`config.mk`:
```
export PLATFORM = sky130hd
export DESIGN_NAME = dtc_edge_gen_flat
export DESIGN_NICKNAME = d
export VERILOG_FILES = /design/src/rtl/dtc_if.sv /design/src/rtl/dtc_edge_gen.sv /design/src/flat_wrapper.sv
export SDC_FILE = /design/constraint.sdc
export NUM_CORES = 1
export LEC_CHECK = 0
export ABC_CLOCK_PERIOD_IN_PS = 1900
export BUFFER_PORTS_ARGS = -buffer_cell sky130_fd_sc_hd__clkbuf_2
export CAP_MARGIN = 10
export CORE_MARGIN = 4
export CORE_UTILIZATION = 48
export DETAILED_ROUTE_END_ITERATION = 8
export PLACE_DENSITY_LB_ADDON = 0.15
export SYNTH_ARGS = -nofsm -noshare
export SYNTH_HDL_FRONTEND = slang
export SYNTH_SLANG_ARGS = --single-unit
export TNS_END_PERCENT = 5
```
`constraint.sdc`:
```
create_clock -name clk -period 1.9 [get_ports clk]
set_clock_uncertainty 0.15 [all_clocks]
set_input_delay 0.285 -clock clk [delete_from_list [all_inputs] [get_ports clk]]
set_output_delay 0.285 -clock clk [all_outputs]
set_load 0.01 [all_outputs]
```
`src/rtl/dtc_if.sv`:
```
// Code handshake between a producer and the digital-to-time converter.
//   code_in    : W-bit code to convert (master -> slave)
//   code_valid : code_in is valid      (master -> slave)
//   code_ready : slave can accept now  (slave -> master)
// A code is accepted on a rising clk edge where code_valid & code_ready.
interface dtc_if #(
  parameter int W = 5
);
  logic [W-1:0] code_in;
  logic         code_valid;
  logic         code_ready;

  modport master (output code_in, output code_valid, input  code_ready);
  modport slave  (input  code_in, input  code_valid, output code_ready);
endinterface

```
`src/rtl/dtc_edge_gen.sv`:
```
// Digital-to-time converter. Accepts a W-bit code over the bus handshake and
// emits two rising edges: ref_out at conversion start, then del_out
// (T_WAIT + code) clk periods later. Both fall together one cycle after
// del_out rises, a one-cycle done pulse marks the fall, and both stay low for
// at least T_RECOVER cycles before the next conversion.
//
// Ports:
//   clk      : clock
//   rst      : asynchronous, active-low reset (aborts any conversion, no done)
//   bus      : dtc_if.slave (code_in, code_valid, code_ready)
//   ref_out  : reference edge, registered
//   del_out  : delayed edge, registered
//   busy     : high from accept until return to IDLE
//   done     : one-cycle pulse as both edges fall
//
// Optional feature macro: DTC_BACK2BACK_EN
//   When defined, a new code may also be accepted in RECOVER once its counter
//   reaches zero, giving back-to-back conversions with exactly T_RECOVER low
//   cycles between them. Undefined (default): accept only in IDLE.
module dtc_edge_gen #(
  parameter int W         = 5,
  parameter int T_WAIT    = 3,  // >= 1
  parameter int T_RECOVER = 2   // >= 1
) (
  input  logic clk,
  input  logic rst,
  dtc_if.slave bus,
  output logic ref_out,
  output logic del_out,
  output logic busy,
  output logic done
);

  // Wide enough for the largest delay T_WAIT + 2^W - 1.
  localparam int CW = $clog2(T_WAIT + 2**W);
  localparam logic [CW-1:0] RECOVER_LOAD = CW'(T_RECOVER - 1);

  typedef enum logic [1:0] {
    ST_IDLE,
    ST_RUN,
    ST_HOLD,
    ST_RECOVER
  } state_e;

  state_e        state_q, state_d;
  logic [CW-1:0] cnt_q,   cnt_d;
  logic          ref_q,   ref_d;
  logic          del_q,   del_d;
  logic          busy_q,  busy_d;
  logic          done_q,  done_d;

  logic          accept;
  logic [CW-1:0] dly;

  // Total delay in cycles; zero-extended so it never overflows CW bits.
  assign dly = CW'(T_WAIT) + CW'(bus.code_in);

`ifdef DTC_BACK2BACK_EN
  assign bus.code_ready = rst & ((state_q == ST_IDLE) ||
                                 (state_q == ST_RECOVER && cnt_q == '0));
`else
  assign bus.code_ready = rst & (state_q == ST_IDLE);
`endif

  assign accept = bus.code_valid & bus.code_ready;

  always_comb begin
    // NOTE: every next-state signal gets a default first so no path through
    // the case statement can leave one unassigned and infer a latch.
    state_d = state_q;
    cnt_d   = cnt_q;
    ref_d   = ref_q;
    del_d   = del_q;
    busy_d  = busy_q;
    done_d  = 1'b0;  // done is only ever a one-cycle pulse out of HOLD

    unique case (state_q)
      ST_IDLE: begin
        if (accept) begin
          ref_d   = 1'b1;
          busy_d  = 1'b1;
          cnt_d   = dly - CW'(1);  // counting down to 0 lands del_out on E0+D
          state_d = ST_RUN;
        end
      end
      ST_RUN: begin
        if (cnt_q == '0) begin
          del_d   = 1'b1;
          state_d = ST_HOLD;
        end else begin
          cnt_d = cnt_q - CW'(1);
        end
      end
      ST_HOLD: begin
        // Both edges fall together so pulse widths differ by exactly D.
        ref_d   = 1'b0;
        del_d   = 1'b0;
        done_d  = 1'b1;
        cnt_d   = RECOVER_LOAD;
        state_d = ST_RECOVER;
      end
      ST_RECOVER: begin
        if (cnt_q == '0) begin
`ifdef DTC_BACK2BACK_EN
          if (accept) begin
            ref_d   = 1'b1;
            cnt_d   = dly - CW'(1);
            state_d = ST_RUN;
          end else begin
            busy_d  = 1'b0;
            state_d = ST_IDLE;
          end
`else
          busy_d  = 1'b0;
          state_d = ST_IDLE;
`endif
        end else begin
          cnt_d = cnt_q - CW'(1);
        end
      end
      default: state_d = ST_IDLE;
    endcase
  end

  // NOTE: state registers use non-blocking assignments so every flop samples
  // the pre-edge values and simulation matches the synthesized hardware.
  always_ff @(posedge clk or negedge rst) begin
    if (!rst) begin
      state_q <= ST_IDLE;
      cnt_q   <= '0;
      ref_q   <= 1'b0;
      del_q   <= 1'b0;
      busy_q  <= 1'b0;
      done_q  <= 1'b0;
    end else begin
      state_q <= state_d;
      cnt_q   <= cnt_d;
      ref_q   <= ref_d;
      del_q   <= del_d;
      busy_q  <= busy_d;
      done_q  <= done_d;
    end
  end

  // Outputs come straight from flops: glitch-free edges.
  assign ref_out = ref_q;
  assign del_out = del_q;
  assign busy    = busy_q;
  assign done    = done_q;

endmodule

```
`src/flat_wrapper.sv`:
```
// flat-port wrapper written by rule: the top's interface ports become plain ports
module dtc_edge_gen_flat 
#(
  parameter int W         = 5,
  parameter int T_WAIT    = 3,         
  parameter int T_RECOVER = 2          
)
  (clk, rst, ref_out, del_out, busy, done, bus_code_in, bus_code_valid, bus_code_ready);
  dtc_if #(.W(W)) bus_i ();
  input  logic clk;
  input  logic rst;
  output logic ref_out;
  output logic del_out;
  output logic busy;
  output logic done;
  input wire logic [$bits(bus_i.code_in)-1:0] bus_code_in;
  input wire logic [$bits(bus_i.code_valid)-1:0] bus_code_valid;
  output wire logic [$bits(bus_i.code_ready)-1:0] bus_code_ready;
  assign bus_i.code_in = bus_code_in;
  assign bus_i.code_valid = bus_code_valid;
  assign bus_code_ready = bus_i.code_ready;
  dtc_edge_gen #(.W(W), .T_WAIT(T_WAIT), .T_RECOVER(T_RECOVER)) u_core (.clk(clk), .rst(rst), .bus(bus_i), .ref_out(ref_out), .del_out(del_out), .busy(busy), .done(done));
endmodule
```
# Word-level counts from Yosys, hierarchy flattened

Index checks and enable logic that the tools add are counted.

Reduce and logical (&&, ||, !) cells: 11
Bitwise operators: 2
Multiplexer cells: 14
Magnitude comparators: 0
Eq/ne operators: 7
Multipliers: 0
Shift-type cells: 0
Div/mod/pow operators: 0
Add/sub/neg operators: 3

Operators with widths:

| cell                                                                   | number |
|---|---|
| 6-bit case mux with 3 select lines                                     | 1 |
| 6-bit 2-to-1 mux                                                       | 2 |
| 6-bit by 1-bit subtractor with 6-bit output (second input constant)    | 2 |
| 2-bit case mux with 4 select lines                                     | 1 |
| 2-bit by 5-bit adder with 6-bit output (first input constant)          | 1 |
| 6-bit logical NOT                                                      | 1 |
| 2-bit 2-to-1 mux                                                       | 3 |
| 2-bit by 1-bit != test with 1-bit output (second input constant)       | 3 |
| 1-bit case mux with 2 select lines                                     | 3 |
| 2-bit AND reduction                                                    | 3 |
| 3-bit AND reduction                                                    | 2 |
| 2-bit nonzero test                                                     | 3 |
| 2-bit equality test (second input constant)                            | 2 |
| 1-bit 2-to-1 mux                                                       | 4 |
| 1-bit AND                                                              | 2 |
| 2-bit by 1-bit equality test with 1-bit output (second input constant) | 1 |
| 2-bit logical NOT                                                      | 1 |
| 2-bit != test (second input constant)                                  | 1 |
| 2-bit OR reduction                                                     | 1 |

Bits in registers: 12
Memories: 0
Bits in latches: 0
Output and inout port bits: 5
Input port bits: 8
ROM bits: 0
Bits in writable memories: 0

# Longest topological paths before layout

Gate-level depths: netlist (run 1).

Word-level depth: 5
Depth in mapped cells: 7
Gate-level depth less buffers: 6

# Worst setup path after synthesis (run 1)

No wires, ideal clock.

Path kind: register to register
From: register u_core.state_q[0]
To: register u_core.cnt_q[0]
Period minus slack after synthesis: 1849 ps
Slack: 51 ps
Arrival: 1576 ps
Path buffers: 0
Cell stages (with the launch flop): 7
Required time: 1626 ps
Cell sequence: dfrtp_1 > inv_1 > ha_1 > a21boi_0 > a31o_2 > nor4_1 > a211o_1

Longest elaborated chain between the ends: 5
Elaborated cells between the ends (all ways): 11

Ends and longest elaborated chain:

| element                                                   | line                                   | RTL |
|---|---|---|
| from (decl)                                               | dtc_edge_gen.sv:45                     | `state_e state_q, state_d;` |
| from (signal assigned)                                    | dtc_edge_gen.sv:136                    | `state_q <= state_d;` |
| 2-bit logical NOT                                         | dtc_edge_gen.sv:62, dtc_edge_gen.sv:77 |  |
| 1-bit AND                                                 | dtc_edge_gen.sv:62                     | `assign bus.code_ready = rst & (state_q == ST_IDLE);` |
| 1-bit AND                                                 | dtc_edge_gen.sv:65                     | `assign accept = bus.code_valid & bus.code_ready;` |
| 2-bit by 1-bit != test with 1-bit output (no source line) | -                                      |  |
| 2-bit AND reduction (no source line)                      | -                                      |  |
| to (signal assigned)                                      | dtc_edge_gen.sv:137                    | `cnt_q <= cnt_d;` |
| to (decl)                                                 | dtc_edge_gen.sv:46                     | `logic [CW-1:0] cnt_q, cnt_d;` |

Several ways; a longest one is shown, not always the timed one.
A chain may end at the register's enable or synchronous reset.

# Worst setup path after layout (run 1)

From: register u_core.state_q[1]
To: register u_core.cnt_q[0]

The elaborated chain is that of the path after synthesis.

==> results of run 1 <==
-- power groups by stage --
stage | Clock [mW] | Combinational [mW] | Sequential [mW]
finish | 0.219 | 1.18 | 0.483
global route | 0.238 | 1.31 | 0.501
CTS | 0.222 | 1.09 | 0.478
detailed placement | 0 | 1.09 | 0.482
global placement | 0 | 1.06 | 0.476
floorplan | 0 | 0.730 | 0.488
-- through the flow --
| stage | hold WS [ps] | setup WS (ps) |
|---|---|---|
| CTS | 196 | 27.8 |
| global route | 193 | -10.7 |
| floorplan | -161 | 50.6 |
| detailed placement | 97.3 | 51.8 |
| finish | 198 | 36.2 |
| global placement | 95.1 | 74.1 |
-- flip-flops by register name (all words and copies together), names as in the netlist --
signal / flops
u_core.cnt_q: 6
u_core.del_out: 1
u_core.done: 1
u_core.busy: 1
u_core.ref_out: 1
u_core.state_q: 2
-- kinds of logic (layout without fill, tap and decap cells) --
| group | count (synthesis) | after routing | share of synthesized area [%] |
|---|---|---|---|
| multiplexers | 3 | 3 | 4.63 |
| flip-flops | 12 | 12 | 38.3 |
| AND/OR/NAND/NOR | 21 | 21 | 15.8 |
| AO/OA/AOI/OAI | 27 | 28 | 21.9 |
| buffers and inverters | 8 | 32 | 4.31 |
| adder cells (fa/ha/maj) | 8 | 8 | 12.8 |
| XOR/XNOR | 2 | 2 | 2.24 |
-- per-layer routing --
layer  GRT usage (%)  routed length, microns  vias up
li1                -                       -      349
met3            3.68                     115       10
met5               0                       0        -
met2            24.3                     861       30
met1            19.3                     791      357
met4            9.22                      57        0
-- layout make-up --
cell class	count	share of cell area [%]
multi-input combinational	62	47.7
sequential	12	30.2
timing repair buffer	22	14.2
clock buffer	4	3.64
inverter	6	2.26
tap	16	2.01
-- path summary, 6_finish.rpt --
check                           slack, ps         endpoint
worst max register to register         40  u_core.cnt_q[0]
min in group asynchronous             320      u_core.done
max in group asynchronous            1140  u_core.cnt_q[1]
worst min-delay path                  200  u_core.cnt_q[1]
worst min register to register        350      u_core.busy
worst max-delay path                   40  u_core.cnt_q[0]
-- worst register-to-register path: stages (launching register included) --
cell     delay (ps)
dfrtp_1         390
inv_1           100
ha_1            200
or2_2           330
a31o_1          300
a211o_1         310
-- what timing repair did --
action                                  CTS  global route
hold endpoints to repair                 12             0
endpoints found under the setup margin    0             8
hold buffers                              1             0
gates resized for setup                   0             8
-- cell usage in the layout, fill, tap and decap left out, drive strengths merged --
master       Yosys  routed
mux2i            1       1
dfrtp           12      12
a21boi           1       1
nor3             3       3
clkbuf           1      16
nand3            2       2
inv              6       6
o22ai            1       1
a21oi            6       6
o31ai            2       2
or2              1       1
o21ai            9       9
a22o             2       2
and3             1       1
a22oi            2       2
a211o            1       1
buf              1       9
nor3b            1       1
xnor2            1       1
a31o             1       2
nor4             2       2
xor2             1       1
ha               8       8
and2             1       1
nor2             5       5
nand2            4       4
a31oi            1       1
dlygate4sd3      0       1
o21bai           1       1
mux2             2       2
and4             1       1
-- Yosys cell counts (all sizes together), types with 2 or more instances --
cell   number  area (sq um)
inv         6          22.5
o21ai       9          45.0
mux2        2          26.3
a22oi       2          15.0
o31ai       2          15.0
nor3        3          15.0
nand3       2          10.0
ha          8           100
nor4        2          27.5
a21oi       6          33.8
nand2       4          17.5
nor2        5          18.8
dfrtp      12           300
a22o        2          17.5
==> results.cfg, run 1 <==
[outcome]
status = completed

[sta]
finalSetupTns_ps = 0
period_minus_slack_ps = 1860
worst_pin_slew_ps = 382
slew_viol_final = 0
finalSetupViolCount = 0
clock.fmax_mhz = 537
slew_headroom_pct = 74.4
hold_violations = 0
post-route-period-util_pct = 98.1

[yosys]
yosys_warnings = 0
syn_inst = 81
synth.avg_cell_area_sq_um = 9.67
synth_edf_count = 0
syn-cell-area_sq_um = 783
synth_top_flop_cell = dfrtp_1
synth_seq_cells = 12
ys_seq_area_share_pct = 38.3
mappedNetlistNets = 97
synth-async-reset-ratio_pct = 100
synth_cell_type_count = 34

[flow_run]
cap_violations = 0

[setup_path]
worstSetupPathType = reg2reg
reg2reg_from = u_core.state_q[1]
cp-startpoint = u_core.state_q[1]
path_delay_family = compound AO/OA/AOI/OAI gates
cp.depth = 5
cp_slowest_cell = dfrtp_1
path_buf_inv = 1
r2r_cells = 5
max_stage_delay_ps = 390
endpoint_kind = flop
cp.arrival_ps = 1890
worstPathMaxFanout = 6
crit_chain = inv_1 -> ha_1 -> or2_2 -> a31o_1 -> a211o_1
cp.required_ps = 1930
critPathLaunchType = flop

[pwr]
p_seq_share_pct = 25.7
vdd_drop_max_uv = 963
p_per_area_nw_per_um2 = 1890
switching_power_uw = 827
internal-power_mw = 1.06
p_comb_share_pct = 62.7
p_sw_share_pct = 43.9
power.share.clock_pct = 11.7
p_leak_nw = 0.490
power.total_mw = 1.88

[route]
drt-initial-drc-count = 26
wirelength_mm = 1.83
ant_nets = 0
wl_per_cell_microns = 15.0
drc = 0
vias = 746
firstDrtPassIters = 4
via_per_inst = 6.11

[global_routing]
antenna_found_initial = 0
grt_max_degree = 15
grt_use_total_pct = 15.6
grt_pass1_vias = 673
overflow = 0
grt_pass1_wl_mm = 2.90

[place]
dpl_cell_area_sq_um = 920
gp_congestion = 0.799
io_buffers = 12
dp.cells = 116
hpwlAfterDp_mm = 1.31

[clock_network]
clk_path_buf_depth = 2
cts_setup_buffers = 0
cts_tree = done
cts.sinks = 12
clk_pin_slew_ps = 90
clock_latency_ps = 280
cts_max_level = 1
cts_buffers = 3
cts_root_buf = clkbuf_4

[floorplanning]
ios = 13
dieHeight_microns = 48.4
rows = 14
start_util_pct = 51.4
core_sq_um = 1520
fp.dieArea_sq_um = 2340
die_w_microns = 48.4

[final_layout]
regArea_sq_um = 300
nFillCells = 126
final_util_pct = 65.4
drive_above_1_share_pct = 32.1
stdcell_area_sq_um = 996
multi_input_area_sq_um = 475
diodes = 0
finalNetCount = 123
final_cells = 122
area_delta_synth_final_pct = 27.2

[worst_hold_path]
whs_path_depth = 4
hp-class = in2reg
hold_start = bus_code_in[1]
(Power assumes the default switching activity.)
==> inputs of run 2 (changes only) <==
- BUFFER_PORTS_ARGS: -buffer_cell sky130_fd_sc_hd__clkbuf_2 -> not set
- CORE_UTILIZATION: 48 -> 54
- DONT_BUFFER_PORTS: not set -> 1
- SKIP_LAST_GASP: not set -> 1
==> results.cfg, run 2 (synthesis gave the netlist of run 1 again) <==
[place]
dpl_cell_area_sq_um = 886
dp.cells = 105
gp_congestion = 0.794
post-place-ws_ps = -0.436
io_buffers = 0

[global_routing]
grt_max_degree = 13
grt_pass1_vias = 632
grt_use_total_pct = 17.6
grt_pass1_wl_mm = 2.68
overflow = 0
antenna_found_initial = 0

[outcome]
status = finished, violations left
violations = negative setup slack

[setup_path]
worstSetupPathType = reg2reg
critPathLaunchType = flop
cp_slowest_cell = dfrtp_1
worstPathMaxFanout = 10
path_delay_family = compound AO/OA/AOI/OAI gates
crit_chain = inv_1 -> ha_1 -> or2_2 -> a31o_4 -> buf_12 -> o21ai_0 -> o21ai_1
cp.required_ps = 1890
cp.arrival_ps = 1930
endpoint_kind = flop
max_stage_delay_ps = 380
path_buf_inv = 2

[sta]
timing.final.ws_setup_ps = -32.4
worst_pin_slew_ps = 526
timing.hold.ws_ps = 81.4
finalSetupViolCount = 1
clock.fmax_mhz = 517
slew_viol_final = 0
finalSetupTns_ps = -32.4
slew_headroom_pct = 64.8
period_minus_slack_ps = 1930
rsz0062_at_grt = yes
post-route-period-util_pct = 102
hold_violations = 0

[clock_network]
cts.sinks = 12
cts_tree = done
clk_path_buf_depth = 2
clock_latency_ps = 260
cts_root_buf = clkbuf_4
cts_buffers = 3
cts_max_level = 1
clk_pin_slew_ps = 70

[final_layout]
top_regs = u_core.cnt_q: 6 flops, u_core.state_q: 2 flops
final_util_pct = 70.6
stdcell_area_sq_um = 942
nFillCells = 97
regArea_sq_um = 300
multi_input_area_sq_um = 458
area_delta_synth_final_pct = 20.3
regMostFlops = u_core.cnt_q
largest_reg_flops = 6
finalNetCount = 114
diodes = 0
drive_above_1_share_pct = 24.0
final_cell_mix = buf_4 (12), dfrtp_1 (12), ha_1 (8)
final_cells = 111

[floorplanning]
rows = 13
dieHeight_microns = 46.1
fp.dieArea_sq_um = 2120
die_w_microns = 46.1
start_util_pct = 58.7
ios = 13
core_sq_um = 1330

[route]
ant_nets = 0
drt-initial-drc-count = 36
firstDrtPassIters = 4
wirelength_mm = 1.66
drc = 0
wl_per_cell_microns = 14.9
vias = 663
via_per_inst = 5.97

[worst_hold_path]
hp-class = in2reg

[pwr]
p_leak_nw = 0.450
power.total_mw = 1.84
p_per_area_nw_per_um2 = 1950
vdd_drop_max_uv = 1100

[flow_run]
cap_violations = 0
run 2: cell count changes in the layout (fill, tap and decap cells not counted), sizes merged:
cell	delta
a31o	-1
buf	+4
clkbuf	-13
run 2: repair_timing:
item | CTS | global route
endpoints found under the setup margin | 2 | 6
resized for setup | 1 | 3
buffers inserted | 1 | 1
pin swaps | 0 | 0
hold buffers | 1 | 0
hold endpoints to repair | 12 | 0
run 2: worst paths after layout:
kind                                    from                 to  slack (ps)  cells after the start
setup / recovery           u_core.state_q[1]    u_core.cnt_q[2]         -30                      7
hold reg to reg              u_core.cnt_q[0]    u_core.cnt_q[0]         430                      1
min in group asynchronous                rst    u_core.cnt_q[4]         280                      1
max in group asynchronous                rst  u_core.state_q[1]         970                      1
setup reg to reg           u_core.state_q[1]    u_core.cnt_q[2]         -30                      7
hold / removal                bus_code_in[1]    u_core.cnt_q[1]          80                      3
run 2: power breakdown:
part | total [mW] | internal, mW | leakage, nW | switching, mW
registers | 0.498 | 0.376 | 0.148 | 0.122
clock network | 0.152 | 0.0731 | 0.0138 | 0.0786
logic | 1.19 | 0.612 | 0.288 | 0.578
total | 1.84 | 1.06 | 0.450 | 0.779
run 2: layout make-up:
cell class	count	share of cell area [%]
clock buffer	3	2.39
inverter	6	2.39
multi-input combinational	61	48.6
sequential	12	31.9
tap	15	1.99
timing repair buffer	14	12.7
run 2: layer usage:
metal | up-vias | routed length (microns) | GRT usage (%)
li1 | 325 | - | -
met4 | 0 | 11 | 5.11
met5 | - | 0 | 0
met3 | 2 | 96 | 3.91
met2 | 21 | 800 | 29.9
met1 | 315 | 747 | 22.1
run 2: tightest hold or removal path, cell delays in order:
cell and delay (ps):
o22ai_1 50, nor2_1 80, a21oi_1 40
